File: src/rtl/rr_grant_encoder.sv
// 8-way round-robin arbiter emitting a registered binary grant index, valid flag and watchdog pulse.
// One-cycle grant latency from req; a grant is held until done or watchdog expiry, then one idle cycle.
module rr_grant_encoder #(
  parameter int N       = 8,
  parameter int IDXW    = 3,
  parameter int TIMEOUT = 16
) (
  input  logic            clk,
  input  logic            rst,
  input  logic [N-1:0]    req,
  input  logic            done,
  output logic [IDXW-1:0] gnt_idx,
  output logic            gnt_valid,
  output logic            timeout
);

  typedef enum logic {S_IDLE, S_GRANT} state_t;

  state_t          r_state;
  logic [IDXW-1:0] r_ptr;
  logic [IDXW-1:0] r_gnt_idx;
  logic            r_gnt_valid;
  logic            r_timeout;
  logic [7:0]      r_cnt;

  logic [IDXW-1:0] w_sel;
  logic [IDXW-1:0] w_cand;
  logic            w_any;
  logic            w_expire;

  // Rotating priority search: candidates ptr, ptr+1, ... wrap naturally in IDXW bits.
  always_comb begin
    w_sel  = r_ptr;
    w_cand = r_ptr;
    w_any  = 1'b0;
    for (int i = 0; i < N; i++) begin
      w_cand = r_ptr + IDXW'(i);
      if (!w_any && req[w_cand]) begin
        w_sel = w_cand;
        w_any = 1'b1;
      end
    end
  end

  assign w_expire = (TIMEOUT != 0) && (r_cnt == 8'(TIMEOUT - 1));

  always_ff @(posedge clk or posedge rst) begin
    if (rst) begin
      r_state     <= S_IDLE;
      r_ptr       <= '0;
      r_gnt_idx   <= '0;
      r_gnt_valid <= 1'b0;
      r_timeout   <= 1'b0;
      r_cnt       <= '0;
    end else begin
      r_timeout <= 1'b0;
      case (r_state)
        S_IDLE: begin
          if (w_any) begin
            r_gnt_idx   <= w_sel;
            r_gnt_valid <= 1'b1;
            r_cnt       <= '0;
            r_state     <= S_GRANT;
          end
        end
        S_GRANT: begin
          // done takes precedence over the watchdog so an on-time release never flags a timeout.
          if (done || w_expire) begin
            r_state     <= S_IDLE;
            r_gnt_valid <= 1'b0;
            r_ptr       <= r_gnt_idx + IDXW'(1);
            r_timeout   <= !done;
          end else begin
            r_cnt <= r_cnt + 8'd1;
          end
        end
        default: r_state <= S_IDLE;
      endcase
    end
  end

  assign gnt_idx   = r_gnt_idx;
  assign gnt_valid = r_gnt_valid;
  assign timeout   = r_timeout;

endmodule

File: config.mk
export PLATFORM = sky130hd
export DESIGN_NAME = rr_grant_encoder
export DESIGN_NICKNAME = d
export VERILOG_FILES = /design/src/rtl/rr_grant_encoder.sv
export SDC_FILE = /design/constraint.sdc
export NUM_CORES = 1
export LEC_CHECK = 0
export ABC_AREA = 1
export CORE_AREA = 5 5 80 82
export DETAILED_ROUTE_END_ITERATION = 12
export DIE_AREA = 0 0 85 87
export GPL_TIMING_DRIVEN = 0
export PLACE_DENSITY = 0.45
export REMOVE_ABC_BUFFERS = 1
export SYNTH_ARGS = -nofsm -noshare
export SYNTH_HDL_FRONTEND = slang
export SYNTH_SLANG_ARGS = --single-unit
File: constraint.sdc
create_clock -name clk -period 2.89 [get_ports clk]
set_input_delay 0.7225 -clock clk [delete_from_list [all_inputs] [get_ports clk]]
set_output_delay 0.7225 -clock clk [all_outputs]
set_load 0.05 [all_outputs]
==> impl_metrics.xml <==
<?xml version="1.0" encoding="UTF-8"?>
<metrics>
  <group name="yosys">
    <metric name="synth_top_cell_by_area" unit="">sky130_fd_sc_hd__dfrtp_1</metric>
    <metric name="postSynth.asyncResetShare" unit="%">100.0</metric>
    <metric name="ys_ff_latch" unit="">17</metric>
    <metric name="synthTopCellsByArea" unit="">sky130_fd_sc_hd__dfrtp_1 26%, sky130_fd_sc_hd__nand2_1 19%, sky130_fd_sc_hd__nand3_1 11%</metric>
    <metric name="most_used_flip_flop_cell_after_synthesis" unit="">sky130_fd_sc_hd__dfrtp_1</metric>
    <metric name="synthesized_instance_count" unit="">244</metric>
    <metric name="synth_cell_type_count" unit="">30</metric>
    <metric name="synthesis.yosys.warnings" unit="">0</metric>
    <metric name="syn-mean-instance-area" unit="µm²">6.584</metric>
    <metric name="yosysSeqAreaShare" unit="%">26.48</metric>
    <metric name="synth.cell_area" unit="µm²">1607</metric>
    <metric name="synth-edff-count" unit="">0</metric>
    <metric name="portion_of_synthesized_cell_area_occupied_by_the_leading_cell_type" unit="%">26.48</metric>
  </group>
  <group name="timing">
    <metric name="post_route_clock_skew" unit="ns">0.006501</metric>
    <metric name="finalHoldViolations" unit="">0</metric>
    <metric name="timing_max_transition_violations_final" unit="">0</metric>
    <metric name="final_worst_path_period_need" unit="ns">2.539</metric>
    <metric name="max_slew_margin" unit="%">56.21</metric>
    <metric name="setup-tns-final" unit="ns">0</metric>
    <metric name="max_clock_freq" unit="GHz">0.3939</metric>
    <metric name="final.period_utilization" unit="%">87.84</metric>
    <metric name="report.final.setup_viol" unit="">0</metric>
    <metric name="worst_pin_slew" unit="ns">0.6562</metric>
    <metric name="rsz0062_at_grt" unit="">false</metric>
  </group>
  <group name="layout">
    <metric name="multiInputGateArea" unit="µm²">1035</metric>
    <metric name="postLayoutCoreUtil" unit="%">33.22</metric>
    <metric name="seqCellArea" unit="µm²">427.9</metric>
    <metric name="diodes" unit="">0</metric>
    <metric name="nets" unit="">278</metric>
    <metric name="final_layout_size_suffix_gt1_share" unit="%">15.27</metric>
    <metric name="layout_commonest_cell" unit="">sky130_fd_sc_hd__nand2_1</metric>
    <metric name="num-fill-cells" unit="">641</metric>
    <metric name="final_cell_mix" unit="">83 x sky130_fd_sc_hd__nand2_1, 35 x sky130_fd_sc_hd__nand3_1, 23 x sky130_fd_sc_hd__inv_1, 22 x sky130_fd_sc_hd__nor2_1</metric>
    <metric name="flow.area_growth_from_synthesis" unit="%">17.37</metric>
  </group>
  <group name="critical_path">
    <metric name="worst_path_top_cell_family_by_delay" unit="">simple AND/OR/NAND/NOR gates</metric>
    <metric name="cp_cell_sequence" unit="">inv_2, ha_1, inv_2, nand3_1, nand3_2, nand2_4, nor2_4, nand4_4, nor2_4, nand3_2, nand2_4, nand2_4, nand2_1, o21ai_2</metric>
    <metric name="timing.critical_path.required" unit="ns">3.03</metric>
    <metric name="setup.worst_path.end_class" unit="">flip-flop</metric>
    <metric name="slowest_stage" unit="">sky130_fd_sc_hd__dfrtp_2</metric>
    <metric name="worst_r2r_startpoint" unit="">r_ptr[0]</metric>
    <metric name="worstReg2RegEnd" unit="">r_cnt[7]</metric>
    <metric name="criticalPathCategory" unit="">flip-flop to flip-flop</metric>
    <metric name="setup.reg_to_reg.worst_slack" unit="ns">0.35</metric>
    <metric name="timing.critical_path.arrival" unit="ns">2.68</metric>
    <metric name="critPathLaunchType" unit="">flip-flop</metric>
    <metric name="worst-path-buf-inv" unit="">2</metric>
    <metric name="critPathCapture" unit="">r_cnt[7]</metric>
    <metric name="worstPathMaxFanout" unit="">13</metric>
    <metric name="critPathLaunch" unit="">r_ptr[0]</metric>
    <metric name="worst_path_largest_cell_delay" unit="ns">0.43</metric>
    <metric name="worst_r2r_path_depth" unit="">14</metric>
    <metric name="cp_num_cells" unit="">14</metric>
    <metric name="path_common_cell" unit="">sky130_fd_sc_hd__nand2_4</metric>
  </group>
  <group name="clock_network">
    <metric name="cts_hold_repair.buffers" unit="">0</metric>
    <metric name="clock_tree_buf_depth" unit="">2</metric>
    <metric name="clkLatencyLatePin" unit="ns">0.25</metric>
    <metric name="cts_root_buffer" unit="">sky130_fd_sc_hd__clkbuf_8</metric>
    <metric name="tritoncts" unit="">yes</metric>
    <metric name="path_clk_slew" unit="ns">0.07</metric>
    <metric name="num_cts_buffers" unit="">3</metric>
    <metric name="clock-sinks" unit="">17</metric>
    <metric name="clock_tree.htree_level_count" unit="">1</metric>
  </group>
  <group name="route">
    <metric name="drt_iter0_markers" unit="">80</metric>
    <metric name="drc" unit="">0</metric>
    <metric name="drt-total-wl" unit="µm">3843</metric>
    <metric name="drt.antenna.violating_nets" unit="">0</metric>
    <metric name="first_pass_iters" unit="">4</metric>
    <metric name="vias" unit="">1489</metric>
    <metric name="via_per_inst" unit="">4.418</metric>
    <metric name="routedWlPerCell" unit="µm">11.40</metric>
  </group>
  <group name="place">
    <metric name="placement.io_buffers" unit="">15</metric>
    <metric name="place.detailed.hpwl" unit="µm">3106</metric>
    <metric name="gp_congestion" unit="">0.7871</metric>
  </group>
  <group name="floorplan">
    <metric name="initial_core_util" unit="%">28.31</metric>
    <metric name="placeable_core_region" unit="µm²">5675</metric>
    <metric name="fp.dieArea" unit="µm²">7395</metric>
    <metric name="die_height" unit="µm">87</metric>
    <metric name="chipWidth" unit="µm">85</metric>
    <metric name="number_of_standard_cell_rows_in_the_floorplan" unit="">28</metric>
    <metric name="boundaryPins" unit="">16</metric>
  </group>
  <group name="worst_hold_path">
    <metric name="min_from" unit="">gnt_valid</metric>
    <metric name="number_of_stages_on_the_worst_hold_path" unit="">2</metric>
    <metric name="holdCritPathClass" unit="">flip-flop to flip-flop</metric>
  </group>
  <group name="pwr">
    <metric name="fin_total_pwr" unit="W">0.002409</metric>
    <metric name="power_per_cell_area" unit="nW/µm²">1278</metric>
    <metric name="irDropWorstVdd" unit="V">0.0006524</metric>
    <metric name="power.static_leakage" unit="nW">0.9334</metric>
  </group>
  <group name="global_routing">
    <metric name="grt_overflow_total" unit="">0</metric>
    <metric name="maximum_number_of_pins_on_one_net_before_global_route_repair" unit="">18</metric>
    <metric name="grt_usage" unit="%">11.13</metric>
    <metric name="number_of_antenna_violations_at_the_first_check_in_global_routing" unit="">0</metric>
    <metric name="grt_pass1_wl" unit="µm">6693</metric>
    <metric name="vias_in_the_first_global_route" unit="">1371</metric>
  </group>
  <group name="status">
    <metric name="run_status" unit="">finished, final reports clean</metric>
  </group>
  <group name="run">
    <metric name="max-cap-violations" unit="">0</metric>
  </group>
</metrics>
[stage by stage]
stage	hold slack, ns	area, µm²	instances	worst slack, ns
floorplan	0.5127	1572	240	0.6049
CTS	0.5206	1861	334	0.04104
finish	0.5085	1886	337	0.3514
global placement	0.4868	1815	330	0.07717
global route	0.5410	1886	337	0.05073
detailed placement	0.4999	1815	330	0.04944
[power breakdown]
group	leakage [nW]	total (W)	switching [W]	internal, W
clock network	0.0228	0.000175	0.0000773	0.0000976
registers	0.217	0.000382	0.0000710	0.000311
logic	0.693	0.00185	0.00127	0.000578
total	0.933	0.00241	0.00142	0.000986
[worst min-delay path, cell delays in order (launching register included)]
cell and delay, ns:
sky130_fd_sc_hd__dfrtp_1 0.35, sky130_fd_sc_hd__nor2_1 0.05, sky130_fd_sc_hd__nor2_1 0.08
[cells in the mapped netlist (all sizes together), types with 3 or more instances]
| master | number |
|---|---|
| nand2 | 94 |
| buf | 4 |
| a21oi | 3 |
| xor2 | 7 |
| nor2 | 25 |
| ha | 4 |
| dfrtp | 17 |
| inv | 29 |
| nand3 | 39 |
| o21ai | 7 |
| nand4 | 6 |
[layer usage]
metal	up-vias	track usage (%)	share of wire, %
met1	663	16.85	54
met4	0	2.590	0.60
met3	2	1.135	1.2
met2	10	16.88	44
li1	814	-	-
met5	-	0	0
[cell type report]
class	instances	share of cell area, %
Multi-Input combinational cell	194	54.88
Sequential cell	17	22.69
Timing Repair Buffer	18	9.157
Inverter	29	5.906
Tap cell	75	4.977
Clock buffer	4	2.389
[state kept, by name, indices dropped and copies added (netlist names)]
signal     count
gnt_valid      1
r_cnt          8
gnt_idx        3
r_state        1
r_ptr          3
timeout        1
[worst min-delay path by stage]
stage	end	slack (ns)
after floorplan	r_cnt[7]	0.51
after global placement	gnt_valid	0.49
after detailed placement	gnt_valid	0.50
after CTS	gnt_valid	0.52
after global routing	r_ptr[0]	0.54
final	gnt_valid	0.51
[timing repair]
item	CTS	global route
gates resized for setup	0	2
setup buffers	0	3
setup endpoints to repair	0	13
[cells by family (layout without fill, tap and decap cells)]
logic type,after synthesis,in the layout,share of synthesized area [%]
compound gates,13,13,5.607
fa+ha+maj,4,4,3.115
buf+inv,33,51,9.112
flops,17,17,26.48
simple gates,168,168,50.31
xor+xnor,9,9,5.374
Power figures use the tool's default switching activity.
